**src/rtl/tof_udp_pkg.sv**
```systemverilog
// Shared constants and types for the TOF UDP Ethernet TX word packer.
package tof_udp_pkg;

    localparam int LANES = 4;
    localparam int IN_W  = 16;
    localparam int OUT_W = 64;
    localparam int ACC_W = IN_W * (LANES - 1);

    typedef enum logic {
        IDLE   = 1'b0,
        IN_PKT = 1'b1
    } state_e;

    // Byte enables for a beat whose highest populated lane is 'lane'.
    function automatic logic [7:0] keep_for_lane(input logic [1:0] lane);
        logic [7:0] keep;
        case (lane)
            2'd0:    keep = 8'h03;
            2'd1:    keep = 8'h0F;
            2'd2:    keep = 8'h3F;
            default: keep = 8'hFF;
        endcase
        return keep;
    endfunction

endpackage

```
**src/rtl/tof_udp_word_packer.sv**
```systemverilog
// Packs a 16-bit HELIX-framed stream (tuser marks the length word) into
// 64-bit beats with tkeep, dropping and counting framing errors.
module tof_udp_word_packer
    import tof_udp_pkg::*;
#(
    parameter int ERR_CNT_WIDTH = 8
) (
    input  logic                     s_axis_aclk,
    input  logic                     s_axis_aresetn,
    input  logic [IN_W-1:0]          s_axis_tdata,
    input  logic                     s_axis_tvalid,
    output logic                     s_axis_tready,
    input  logic                     s_axis_tlast,
    input  logic                     s_axis_tuser,
    output logic [OUT_W-1:0]         m_axis_tdata,
    output logic [7:0]               m_axis_tkeep,
    output logic                     m_axis_tvalid,
    input  logic                     m_axis_tready,
    output logic                     m_axis_tlast,
    output logic                     m_axis_tuser,
    output logic [ERR_CNT_WIDTH-1:0] err_count,
    output logic                     err_pulse
);

    state_e                   state_q, state_d;
    logic [1:0]               lane_q, lane_d;
    logic [ACC_W-1:0]         acc_q, acc_d;
    logic                     acc_user_q, acc_user_d;
    logic [OUT_W-1:0]         out_data_q, out_data_d;
    logic [7:0]               out_keep_q, out_keep_d;
    logic                     out_vld_q, out_vld_d;
    logic                     out_last_q, out_last_d;
    logic                     out_user_q, out_user_d;
    logic [ERR_CNT_WIDTH-1:0] err_cnt_q, err_cnt_d;
    logic                     err_pulse_q;

    logic                     accept;
    logic                     take;
    logic                     err;
    logic [1:0]               eff_lane;
    logic [ACC_W-1:0]         eff_acc;
    logic                     eff_user;
    logic [OUT_W-1:0]         beat;

    // Output register can take a new beat when empty or draining this cycle.
    assign s_axis_tready = !out_vld_q || m_axis_tready;
    assign accept        = s_axis_tvalid && s_axis_tready;

    // Framing policing, lane accumulation and output-register load/drain.
    always_comb begin
        state_d    = state_q;
        lane_d     = lane_q;
        acc_d      = acc_q;
        acc_user_d = acc_user_q;
        out_data_d = out_data_q;
        out_keep_d = out_keep_q;
        out_last_d = out_last_q;
        out_user_d = out_user_q;
        out_vld_d  = out_vld_q && !m_axis_tready;
        take       = 1'b0;
        err        = 1'b0;
        eff_lane   = lane_q;
        eff_acc    = acc_q;
        eff_user   = acc_user_q;
        beat       = '0;

        if (accept) begin
            if (s_axis_tuser) begin
                // A length word always opens a packet; a half-built beat is abandoned.
                take     = 1'b1;
                eff_lane = 2'd0;
                eff_acc  = '0;
                eff_user = 1'b1;
                err      = (state_q == IN_PKT) && (lane_q != 2'd0);
            end else if (state_q == IN_PKT) begin
                take = 1'b1;
            end else begin
                err = 1'b1;
            end
        end

        if (take) begin
            beat = {{IN_W{1'b0}}, eff_acc};
            beat[{eff_lane, 4'b0000} +: IN_W] = s_axis_tdata;
            if (eff_lane == 2'd3 || s_axis_tlast) begin
                out_data_d = beat;
                out_keep_d = keep_for_lane(eff_lane);
                out_last_d = s_axis_tlast;
                out_user_d = eff_user;
                out_vld_d  = 1'b1;
                lane_d     = 2'd0;
                acc_d      = '0;
                acc_user_d = 1'b0;
                state_d    = s_axis_tlast ? IDLE : IN_PKT;
            end else begin
                acc_d      = beat[ACC_W-1:0];
                acc_user_d = eff_user;
                lane_d     = eff_lane + 2'd1;
                state_d    = IN_PKT;
            end
        end

        err_cnt_d = (err && (err_cnt_q != {ERR_CNT_WIDTH{1'b1}})) ? err_cnt_q + 1'b1 : err_cnt_q;
    end

    // State, accumulator, output beat and error registers.
    always_ff @(posedge s_axis_aclk or negedge s_axis_aresetn) begin
        if (!s_axis_aresetn) begin
            state_q     <= IDLE;
            lane_q      <= 2'd0;
            acc_q       <= '0;
            acc_user_q  <= 1'b0;
            out_data_q  <= '0;
            out_keep_q  <= '0;
            out_vld_q   <= 1'b0;
            out_last_q  <= 1'b0;
            out_user_q  <= 1'b0;
            err_cnt_q   <= '0;
            err_pulse_q <= 1'b0;
        end else begin
            state_q     <= state_d;
            lane_q      <= lane_d;
            acc_q       <= acc_d;
            acc_user_q  <= acc_user_d;
            out_data_q  <= out_data_d;
            out_keep_q  <= out_keep_d;
            out_vld_q   <= out_vld_d;
            out_last_q  <= out_last_d;
            out_user_q  <= out_user_d;
            err_cnt_q   <= err_cnt_d;
            err_pulse_q <= err;
        end
    end

    assign m_axis_tdata  = out_data_q;
    assign m_axis_tkeep  = out_keep_q;
    assign m_axis_tvalid = out_vld_q;
    assign m_axis_tlast  = out_last_q;
    assign m_axis_tuser  = out_user_q;
    assign err_count     = err_cnt_q;
    assign err_pulse     = err_pulse_q;

endmodule
```
**config.mk**
```make
export PLATFORM = sky130hd
export DESIGN_NAME = tof_udp_word_packer
export DESIGN_NICKNAME = d
export VERILOG_FILES = /design/src/rtl/tof_udp_pkg.sv /design/src/rtl/tof_udp_word_packer.sv
export SDC_FILE = /design/constraint.sdc
export NUM_CORES = 1
export LEC_CHECK = 0
export ABC_CLOCK_PERIOD_IN_PS = 3800
export CAP_MARGIN = 0
export CORE_AREA = 4 4 151 80
export DETAILED_ROUTE_END_ITERATION = 12
export DIE_AREA = 0 0 155 84
export GPL_ROUTABILITY_DRIVEN = 0
export PLACE_DENSITY = 0.79
export SETUP_SLACK_MARGIN = 0.3
export SYNTH_ARGS = -nofsm -noshare
export SYNTH_HDL_FRONTEND = slang
export SYNTH_SLANG_ARGS = --single-unit
```
**constraint.sdc**
```tcl
create_clock -name s_axis_aclk -period 3.8 [get_ports s_axis_aclk]
set_clock_uncertainty 0.2 [all_clocks]
set_input_delay 0.76 -clock s_axis_aclk [delete_from_list [all_inputs] [get_ports s_axis_aclk]]
set_output_delay 0.76 -clock s_axis_aclk [all_outputs]
set_load 0.02 [all_outputs]
```
---- Yosys cells after proc, flatten, opt, wreduce, memory -nomap -nowiden ----
Cells that the tools add are included.
cells by class
  shift operators ......................... 2
  $add $sub $neg .......................... 3
  reduce and logical (&&, ||, !) cells .... 11
  equality and inequality tests ........... 4
  muxes and demuxes ....................... 21
operators by type and width
  kind                                                   number
  2-to-1 mux 48 bit                                      3
  bitwise mux 64 bit                                     1
  variable shift 16 x 8 -> 64 bit, first input constant  1
  variable part select 16 x 8 -> 64 bit                  1
  case mux 8 bit (3 select lines)                        1
  2-to-1 mux 1 bit                                       13
  adder 8 x 1 -> 8 bit, second input constant            1
  != test 8 bit, second input constant                   1
  negator 6 -> 8 bit                                     1
  2-to-1 mux 2 bit                                       3
  == test 2 bit, second input constant                   2
  logical AND 1 bit                                      4
  adder 2 x 1 -> 2 bit, second input constant            1
  == test 2 x 1 -> 1 bit, second input constant          1
  logical NOT 1 bit                                      2
  logical NOT 2 bit                                      1
  logical OR 1 bit                                       2
  AND reduction 2 bit                                    1
  nonzero test 2 bit                                     1
word-level totals
  flip-flop bits (word level) ............. 136
  logic and storage cells ................. 52
  output and inout port bits .............. 85
  input bits .............................. 22

---- Longest topological paths before layout ----
Gate-level depths: netlist of the first run.
  depth after elaboration ................. 8
  mapped depth ............................ 13
  depth with buffers taken out ............ 10

---- Worst setup path after synthesis of the first run ----
Ideal clock, no wire load.
  path kind ............................... input to register
  start ................................... in s_axis_tuser
  end ..................................... reg acc_q[37]
  buffers on the path ..................... 3
  stages .................................. 10
  arrival ................................. 3.324 ns
  library setup time ...................... 0.065 ns
  slack ................................... 0.210 ns
  required time ........................... 3.535 ns
  path through ............................ buf_4 -> inv_2 -> o31ai_4 -> clkbuf_1 -> ha_1 -> nor3b_1 -> nand2_1 -> nor3_4 -> buf_4 -> a22o_1
between the ends
  word-level cells in the longest chain between the ends .. 6
  elaborated cells on any way between the ends .. 13
  those cells by class .................... add/sub (1); eq/ne (1); shift (2); mux (8); reduce/logical (1)
ends and longest elaborated chain
  what                                                                                      RTL line                    RTL
  from (decl)                                                                               tof_udp_word_packer.sv:14   input logic s_axis_tuser,
  2-to-1 mux 2 bit                                                                          tof_udp_word_packer.sv:68   if (s_axis_tuser) begin
  2-to-1 mux 2 bit                                                                          tof_udp_word_packer.sv:67   if (accept) begin
  negator 6 -> 8 bit                                                                        tof_udp_word_packer.sv:84   beat[{eff_lane, 4'b0000} +: IN_W] = s_axis_tdata;
  variable part select 16 x 8 -> 64 bit or variable shift 16 x 8 -> 64 bit (tied branches)  tof_udp_word_packer.sv:84
  bitwise mux 64 bit                                                                        tof_udp_word_packer.sv:84
  2-to-1 mux 48 bit                                                                         tof_udp_word_packer.sv:85   if (eff_lane == 2'd3 || s_axis_tlast) begin
  to (signal assigned)                                                                      tof_udp_word_packer.sv:111  acc_q <= '0;
  to (signal assigned)                                                                      tof_udp_word_packer.sv:123  acc_q <= acc_d;
  to (decl)                                                                                 tof_udp_word_packer.sv:27   logic [ACC_W-1:0] acc_q, acc_d;
Several ways; a longest one is shown, not always the timed one.
A chain may end at the register's enable or synchronous reset.

---- Worst setup path in the final report of the first run ----
  start ................................... in m_axis_tready
  end ..................................... out s_axis_tready
between the ends
  word-level cells in the longest chain between the ends .. 1
ends and longest elaborated chain
  what              RTL line                   RTL
  from (decl)       tof_udp_word_packer.sv:18  input logic m_axis_tready,
  logical OR 1 bit  tof_udp_word_packer.sv:46  assign s_axis_tready = !out_vld_q || m_axis_tready;
  to (decl)         tof_udp_word_packer.sv:12  output logic s_axis_tready,
No other way between the ends.

==> results.cfg, run 1 <==
[clocking]
clock_sinks = 132
ctsHoldBuffers = 0
cts_tree = built
cts_buffers = 17
clkLatencyLatePin_ns = 0.41
clk_path_buf_depth = 2
root_buffer = clkbuf_16
path_clk_slew_ns = 0.06
htreeDepth = 4

[power]
p_comb_share_pct = 28.7
pwr_density_cell_nw_per_um2 = 678
p_total_uw = 5070
swShare_pct = 31.6
p_leak_uw = 0.00327
p_sw_uw = 1600
power.internal_uw = 3460
ir_drop_v = 0.000403
p_seq_share_pct = 36.1
p_clk_share_pct = 35.2

[drt]
wire_per_inst_um = 20.4
drt_iter0_drc = 339
postRouteAntennaNets = 0
routed_via_density = 6.15
drc_errors = 0
vias = 4566
drt_wl_total_mm = 15.2
dr.pass1.iters = 5

[critical_path]
crit_path_start = m_axis_tready
cp.arrival_ns = 2.41
path_max_fanout = 11
required_ns = 2.84
crit_type = in -> out
rr_startpoint = m_axis_tvalid
start_kind = primary input
ff2ff_path_depth = 11
cp-end-kind = output port

[cells_and_area]
drive_gt1_share_pct = 12.4
multi_input_area_um2 = 2020
final_util_pct = 69.4
area_growth_pct = 35.5
regArea_um2 = 3300
nFillCells = 757
antenna_cells = 0
final_cells = 743
finalNetCount = 614

[timing]
setup_viol = 0
worst_pin_slew_ns = 0.878
rsz0062_at_grt = no
max_slew_margin_pct = 41.5
fin_crit_sh_pct = 88.7
fin_ws_ns = 0.431
setup_tns_ns = 0
period_minus_slack_ns = 3.37
hold_viol_final = 0
slew_violations = 0
max_freq_ghz = 0.297

[synthesis]
netlist_instances = 470
synth_nets = 499
yosysTopAreaCellShare_pct = 59.9
yosysMostFrequentCell = dfrtp_1
ys_top_cells_by_area = dfrtp_1 60%, a22o_1 10%, a32oi_1 5.1%
syn_avg_cell_area_um2 = 11.7
synthesis.area_um2 = 5520
yosysTopAreaCell = dfrtp_1
synth_ff_type = dfrtp_1
yosysSeqAreaShare_pct = 59.9
async_flop_share_pct = 100
synth_edf_count = 0
yosys_warnings = 0
netlist-cell-type-count = 41
yosys-top-cells-count = 132 x dfrtp_1, 73 x nor2_1, 65 x a22o_1
ys_seq_elements = 132

[global_routing]
grt_overflow = 0
grt_pass1_vias = 4469
antenna_found_initial = 0
gr-usage-all-layers_pct = 24.2
grt_max_degree = 71
grt_pass1_wl_mm = 24.6

[floorplan]
die_area_um2 = 13000
die_h_um = 84
die_w_um = 155
rows = 27
fp.coreArea_um2 = 10800
start_util_pct = 51.2
io_pins = 107

[placement]
hpwl_mm = 10.3
io_buffers = 106
dp.cells = 709
dp_slack_ns = 0.132

[min_path]
hp-class = in -> async

[status]
status = complete, no violations

[job]
maxCapViolCount = 0
## per-layer routing
metal	up-vias	track usage [%]	share of wire (%)
met3	14	7.66	11
met2	241	31.9	41
met4	0	6.57	0.82
li1	2006	-	-
met1	2305	37.8	48
met5	-	0	0
## what timing repair did
item / CTS / global route
setup buffers: 0 / 2
resized for setup: 0 / 0
setup endpoints to repair: 0 / 2
## cell type report
class | instances | share of cell area, %
tap | 145 | 2.43
inverter | 6 | 0.301
sequential | 132 | 44.2
clock buffer | 19 | 5.92
clock inverter | 13 | 2.76
timing repair buffer | 133 | 17.4
multi-input combinational | 295 | 27.0
## per-stage QoR
step	cell area (µm²)	hold WS [ns]
after floorplan	5520	0.249
after global placement	6810	0.263
after detailed placement	6810	0.276
after CTS	7460	0.289
after global routing	7480	0.295
final	7480	0.266
## worst max-delay path, cell delays in order
cell	delay, ns
clkdlybuf4s50_1	0.46
and2b_2	0.27
inv_1	0.09
buf_4	0.20
clkdlybuf4s50_1	0.62
## final timing paths
check	to	slack (ns)
min in group s_axis_aclk	acc_user_q	0.29
max in group asynchronous	acc_q[47]	2.33
worst min register to register	acc_user_q	0.29
worst max register to register	acc_q[6]	1.00
worst min-delay path	m_axis_tlast	0.27
worst max-delay path	s_axis_tready	0.43
## registers in the layout, summed over array words and instances (netlist names)
register,cells
m_axis_tlast,1
acc_user_q,1
lane_q,2
acc_q,48
state_q,1
err_count,8
m_axis_tkeep,4
err_pulse,1
m_axis_tvalid,1
m_axis_tuser,1
m_axis_tdata,64
## cell families after synthesis
group                    Yosys count  synth area share [%]
buffers and inverters             43                  3.72
adder cells (fa/ha/maj)            7                  1.59
flip-flops                       132                  59.9
AND/OR/NAND/NOR                  117                  9.98
AO/OA/AOI/OAI                    165                  23.8
XOR/XNOR                           5                 0.794
multiplexers                       1                 0.204
## power groups by stage
| stage | combinational, µW | clock [µW] | sequential [µW] |
|---|---|---|---|
| after floorplan | 512 | 0 | 2070 |
| after global placement | 1410 | 0 | 1840 |
| after detailed placement | 1440 | 0 | 1840 |
| after CTS | 1450 | 1800 | 1830 |
| after global routing | 1560 | 1870 | 1870 |
| final | 1450 | 1780 | 1830 |
## layout by cell type (no fill, tap or decap), types with 2 or more instances in the layout
master,synthesis,layout
a21o_1,3,3
a21oi_1,36,36
a221oi_1,16,16
a22o_1,65,65
a31oi_1,4,4
a32oi_1,32,32
buf_12,0,3
buf_4,9,25
bufinv_16,0,5
clkbuf_16,0,17
clkdlybuf4s50_1,0,105
clkinv_2,0,2
clkinvlp_4,0,5
dfrtp_1,132,132
ha_1,7,7
inv_1,4,4
inv_2,2,2
nand2_1,13,13
nand3_1,5,5
nand4_1,3,3
nor2_1,73,73
nor3_1,5,5
nor3_2,2,2
nor3_4,2,2
nor4_1,3,3
o21ai_0,2,2
o31ai_1,2,2
or2_2,2,2
xor2_1,5,5
Power figures use the tool's default switching activity.
==> inputs of run 2 (changes only) <==
--- a/config.mk
+++ b/config.mk
@@ -7,12 +7,13 @@
 export LEC_CHECK = 0
 export ABC_CLOCK_PERIOD_IN_PS = 3800
 export CAP_MARGIN = 0
-export CORE_AREA = 4 4 151 80
+export CORE_AREA = 2 2 149 78
 export DETAILED_ROUTE_END_ITERATION = 12
-export DIE_AREA = 0 0 155 84
+export DIE_AREA = 0 0 151 80
 export GPL_ROUTABILITY_DRIVEN = 0
 export PLACE_DENSITY = 0.79
 export SETUP_SLACK_MARGIN = 0.3
+export SLEW_MARGIN = 15
 export SYNTH_ARGS = -nofsm -noshare
 export SYNTH_HDL_FRONTEND = slang
 export SYNTH_SLANG_ARGS = --single-unit
==> run 2 against run 1 <==
Against the previous run:
- worst hold slack got worse by 0.016 ns
- register-to-register slack got worse by 0.12 ns
- worst setup slack got worse by 0.0014 ns
- critical path type is now in -> reg
- largest cell class unchanged
- sequential power about the same
==> results.cfg, run 2 (synthesis results as in run 1) <==
[timing]
rsz0062_at_grt = no
max_freq_ghz = 0.297
setup_viol = 0
worst_pin_slew_ns = 1.11
period_minus_slack_ns = 3.37
fin_ws_ns = 0.429
max_slew_margin_pct = 25.6
hold_viol_final = 0
slew_violations = 0
fin_crit_sh_pct = 88.7
setup_tns_ns = 0

[critical_path]
cp-end-kind = flop
critical-path-max-stage-delay_ns = 0.85
cp_cell_sequence = clkdlybuf4s50_1 -> and2b_2 -> inv_1 -> nand3_1 -> and2_1 -> ha_1 -> nand3b_1 -> nor3_2 -> a22o_1
start_kind = primary input
crit_type = in -> reg
reg2reg_to = m_axis_tdata[62]
crit_path_start = m_axis_tready
required_ns = 3.95
endpoint = m_axis_tdata[62]
cp.arrival_ns = 3.52
ff2ff_path_depth = 8
rr_startpoint = m_axis_tvalid
path_max_fanout = 16
crit_path_top_delay_cell = nor3_2
reg2reg_setup_slack_ns = 0.88

[clocking]
path_clk_slew_ns = 0.06
clk_path_buf_depth = 2
cts_buffers = 17
root_buffer = clkbuf_16
clock_sinks = 132
cts_tree = built
clkLatencyLatePin_ns = 0.42
htreeDepth = 4

[floorplan]
die_h_um = 80
fp.coreArea_um2 = 10700
start_util_pct = 51.4
rows = 27
die_w_um = 151
io_pins = 107
die_area_um2 = 12100

[cells_and_area]
area_growth_pct = 36.0
nFillCells = 734
multi_input_area_um2 = 2030
layout_common_cells = 132 x dfrtp_1, 105 x clkdlybuf4s50_1, 73 x nor2_1, 65 x a22o_1, 36 x a21oi_1
final_util_pct = 69.9
largest_reg_flops = 64
finalNetCount = 617
layout_commonest_cell = dfrtp_1
regArea_um2 = 3300
antenna_cells = 0
drive_gt1_share_pct = 13.0

[global_routing]
use_met3_pct = 9.54
grt_use_met1_pct = 43.2
use_met2_pct = 33.4
grt_pass1_wl_mm = 24.2
gr-usage-all-layers_pct = 27.0
busiest_layer = met1
grt_overflow = 0
grt_max_degree = 73
grt_pass1_vias = 4321
antenna_found_initial = 0

[power]
pwr_density_cell_nw_per_um2 = 681
p_sw_uw = 1630
power.internal_uw = 3480
p_leak_uw = 0.00329
ir_drop_v = 0.000386
p_clk_share_pct = 35.5
p_comb_share_pct = 28.3
p_seq_share_pct = 36.2
swShare_pct = 32.0

[placement]
hpwl_mm = 10.3
io_buffers = 106
dp_slack_ns = 0.0597

[job]
maxCapViolCount = 0

[drt]
vias = 4628
postRouteAntennaNets = 0
drc_errors = 0
drt_wl_total_mm = 15.5
dr.pass1.iters = 5
wire_per_inst_um = 20.8
routed_via_density = 6.20
drt_iter0_drc = 486

[min_path]
hp-class = in -> async

[status]
status = complete, no violations
==> run 2: cell count changes in the layout (fill, tap and decap cells not counted), sizes merged <==
cell      change
clkinv        +2
buf           +3
clkinvlp      -2
==> run 2: repair_timing <==
action,in CTS,in global routing
endpoints found under the setup margin,0,25
endpoints found under the hold margin,0,0
resized for setup,0,1
hold buffers,0,0
buffers inserted,0,4
==> run 2: area by class of cell <==
class,count,area share (%)
repair buffers,136,17.4
inverters,6,0.300
flip-flops and latches,132,44.0
well taps,145,2.42
clock inverters,13,2.73
multi-input cells,295,27.1
clock buffers,19,6.04
==> run 2: metal layers <==
metal  vias to the layer above  share of wire (%)
met3                        17                 11
met5                         -                  0
met2                       251                 40
met1                      2342                 48
li1                       2018                  -
met4                         0                1.0
==> run 2: critical path, delay by kind of cell <==
kind / cells / cell delay [ns]
and+or+nand+nor: 5 / 1.53
buffers and inverters: 2 / 0.54
adders and majority gates: 1 / 0.43
AOI/OAI and AO/OA: 1 / 0.26
==> run 2: power groups by stage <==
stage / logic [µW] / registers [µW] / clock network [µW]
after floorplan: 512 / 2070 / 0
after global routing: 1550 / 1870 / 1900
final: 1450 / 1850 / 1820
after detailed placement: 1430 / 1860 / 0
after global placement: 1390 / 1850 / 0
after CTS: 1440 / 1840 / 1820
==> run 2: worst min path at each step <==
stage / start / end / slack, ns
floorplan: acc_user_q / acc_user_q / 0.25
global placement: acc_user_q / acc_user_q / 0.26
detailed placement: acc_user_q / acc_user_q / 0.28
CTS: s_axis_aresetn / m_axis_tuser / 0.29
global route: s_axis_aresetn / m_axis_tkeep[6] / 0.31
finish: s_axis_aresetn / m_axis_tuser / 0.25
==> run 2: per-stage QoR <==
| stage | instance area, µm² | hold slack, ns | instances | power [µW] |
|---|---|---|---|---|
| floorplan | 5520 | 0.249 | 470 | 2580 |
| global placement | 6810 | 0.264 | 710 | 3240 |
| detailed placement | 6810 | 0.276 | 710 | 3290 |
| CTS | 7470 | 0.289 | 742 | 5100 |
| global route | 7500 | 0.313 | 746 | 5320 |
| finish | 7500 | 0.250 | 746 | 5110 |
==> inputs of run 3 (changes only) <==
--- a/config.mk
+++ b/config.mk
@@ -11,7 +11,7 @@
 export DETAILED_ROUTE_END_ITERATION = 12
 export DIE_AREA = 0 0 151 80
 export GPL_ROUTABILITY_DRIVEN = 0
-export PLACE_DENSITY = 0.79
+export PLACE_DENSITY_LB_ADDON = 0.12
 export SETUP_SLACK_MARGIN = 0.3
 export SLEW_MARGIN = 15
 export SYNTH_ARGS = -nofsm -noshare
==> run 3 against run 2 <==
Against the previous run:
- clock power fell by 10%
- via count is 2.4% lower
- register-to-register slack improved by 0.28 ns
- critical path depth decreased by 4
- flip-flop and latch count unchanged
- sequential share of layout area grew 0.62 points
- count of clock-buffer cells in the layout is 1 higher
- worst hold slack got worse by 0.13 ns
- critical endpoint is now s_axis_tready
- largest cell class unchanged
==> results.cfg, run 3 (synthesis results as in run 1) <==
[critical_path]
rr_startpoint = m_axis_tvalid
worst-path-buf-inv = 4
crit_cells = 5
crit_type = in -> out
endpoint = s_axis_tready
critical-path-max-stage-delay_ns = 0.63
cp.arrival_ns = 2.40
crit_top_cell = clkdlybuf4s50_1
cp_cell_sequence = clkdlybuf4s50_1 -> and2b_2 -> inv_1 -> buf_4 -> clkdlybuf4s50_1
required_ns = 2.84
cp-end-kind = output port
ff2ff_path_depth = 10
start_kind = primary input
reg2reg_setup_slack_ns = 1.16
crit_family = buffers and inverters
path_max_fanout = 11
crit_path_start = m_axis_tready
crit_path_top_delay_cell = clkdlybuf4s50_1
reg2reg_to = acc_q[40]

[global_routing]
grt_overflow = 0
gr-usage-all-layers_pct = 26.7
grt_pass1_wl_mm = 24.0
antenna_found_initial = 0
grt_pass1_vias = 4325
grt_max_degree = 93

[timing]
rsz0062_at_grt = no
worst_pin_slew_ns = 0.622
period_minus_slack_ns = 3.36
fin_ws_ns = 0.437
setup_viol = 0
max_freq_ghz = 0.297
slew_violations = 0
max_slew_margin_pct = 58.4
hold_viol_final = 0
setup_tns_ns = 0
fin_crit_sh_pct = 88.5

[cells_and_area]
layout_commonest_cell = dfrtp_1
area_growth_pct = 34.2
finalNetCount = 611
drive_gt1_share_pct = 12.1
antenna_cells = 0
largest_reg_flops = 64
layout_common_cells = 132 x dfrtp_1, 105 x clkdlybuf4s50_1, 73 x nor2_1, 65 x a22o_1, 36 x a21oi_1
design_area_um2 = 7400

[power]
p_sw_uw = 1590
pwr_density_cell_nw_per_um2 = 660
power.internal_uw = 3290
p_comb_share_pct = 29.2
p_leak_uw = 0.00324
swShare_pct = 32.6
ir_drop_v = 0.000341
p_seq_share_pct = 37.6
p_clk_share_pct = 33.3

[drt]
drt_iter0_drc = 497
postRouteAntennaNets = 0
dr.pass1.iters = 5
drc_errors = 0
vias = 4518
routed_via_density = 6.11
wire_per_inst_um = 20.1
drt_wl_total_mm = 14.9

[clocking]
clkLatencyLatePin_ns = 0.42
cts_setup_buffers = 0
cts_tree = built
path_clk_slew_ns = 0.06
clk_path_buf_depth = 2
cts_resized = 0
ctsHoldBuffers = 0
root_buffer = clkbuf_16
cts_buffers = 17
clock_sinks = 132
htreeDepth = 4

[job]
maxCapViolCount = 0

[floorplan]
fp.coreArea_um2 = 10700
die_h_um = 80
die_w_um = 151
start_util_pct = 51.4
die_area_um2 = 12100
rows = 27
io_pins = 107

[placement]
dp_slack_ns = 0.305
io_buffers = 106
hpwl_mm = 9.90
placed_area_um2 = 6810

[min_path]
hp-class = in -> async

[status]
status = complete, no violations
## run 3: metrics by stage
stage	power, µW	cells	utilization (%)	hold slack [ns]
floorplan	2580	470	-	0.249
global placement	3240	708	63.3	0.265
detailed placement	3270	708	63.3	0.282
CTS	4910	740	68.9	0.128
global route	5120	740	68.9	0.161
finish	4890	740	68.9	0.121
## run 3: cell type report
type	instances	area [µm²]
clock inverters	12	129
flip-flops and latches	132	3300
well taps	145	181
multi-input cells	295	2020
fillers	789	3340
repair buffers	130	1280
inverters	6	22.5
clock buffers	20	467
## run 3: power groups by stage
stage	Sequential (µW)	Combinational [µW]	Clock, µW
after floorplan	2070	512	0
after global placement	1840	1400	0
after detailed placement	1850	1420	0
after CTS	1830	1430	1640
after global routing	1870	1540	1710
final	1840	1430	1630
## run 3: routing by layer
| layer | global-route usage [%] | routed length (µm) | up-vias | part of all wire [%] |
|---|---|---|---|---|
| met5 | 0 | 0 | - | 0 |
| met4 | 8.97 | 162 | 0 | 1.1 |
| met3 | 6.51 | 1130 | 16 | 7.6 |
| met2 | 34.9 | 6200 | 209 | 42 |
| met1 | 42.5 | 7400 | 2288 | 50 |
| li1 | - | - | 2005 | - |
## run 3: worst register-to-register path: stages (launching register included)
cell,delay (ns)
dfrtp_1,0.38
and2b_2,0.26
o31ai_4,0.33
inv_2,0.16
ha_1,0.30
nor2_1,0.12
buf_4,0.17
nand2_1,0.10
nor3_4,0.12
buf_4,0.26
a22o_1,0.18
## run 3: worst min-delay path by stage
| stage | cells after the start | endpoint | slack (ns) | start |
|---|---|---|---|---|
| 6_report | 1 | m_axis_tdata[34] | 0.12 | s_axis_aresetn |
| 5_1_grt | 1 | m_axis_tdata[34] | 0.16 | s_axis_aresetn |
| 4_1_cts | 1 | m_axis_tdata[36] | 0.13 | s_axis_aresetn |
| 3_5_place_dp | 1 | m_axis_tkeep[1] | 0.28 | m_axis_tkeep[1] |
| 3_3_place_gp | 2 | acc_user_q | 0.27 | acc_user_q |
| 2_1_floorplan | 2 | acc_user_q | 0.25 | acc_user_q |
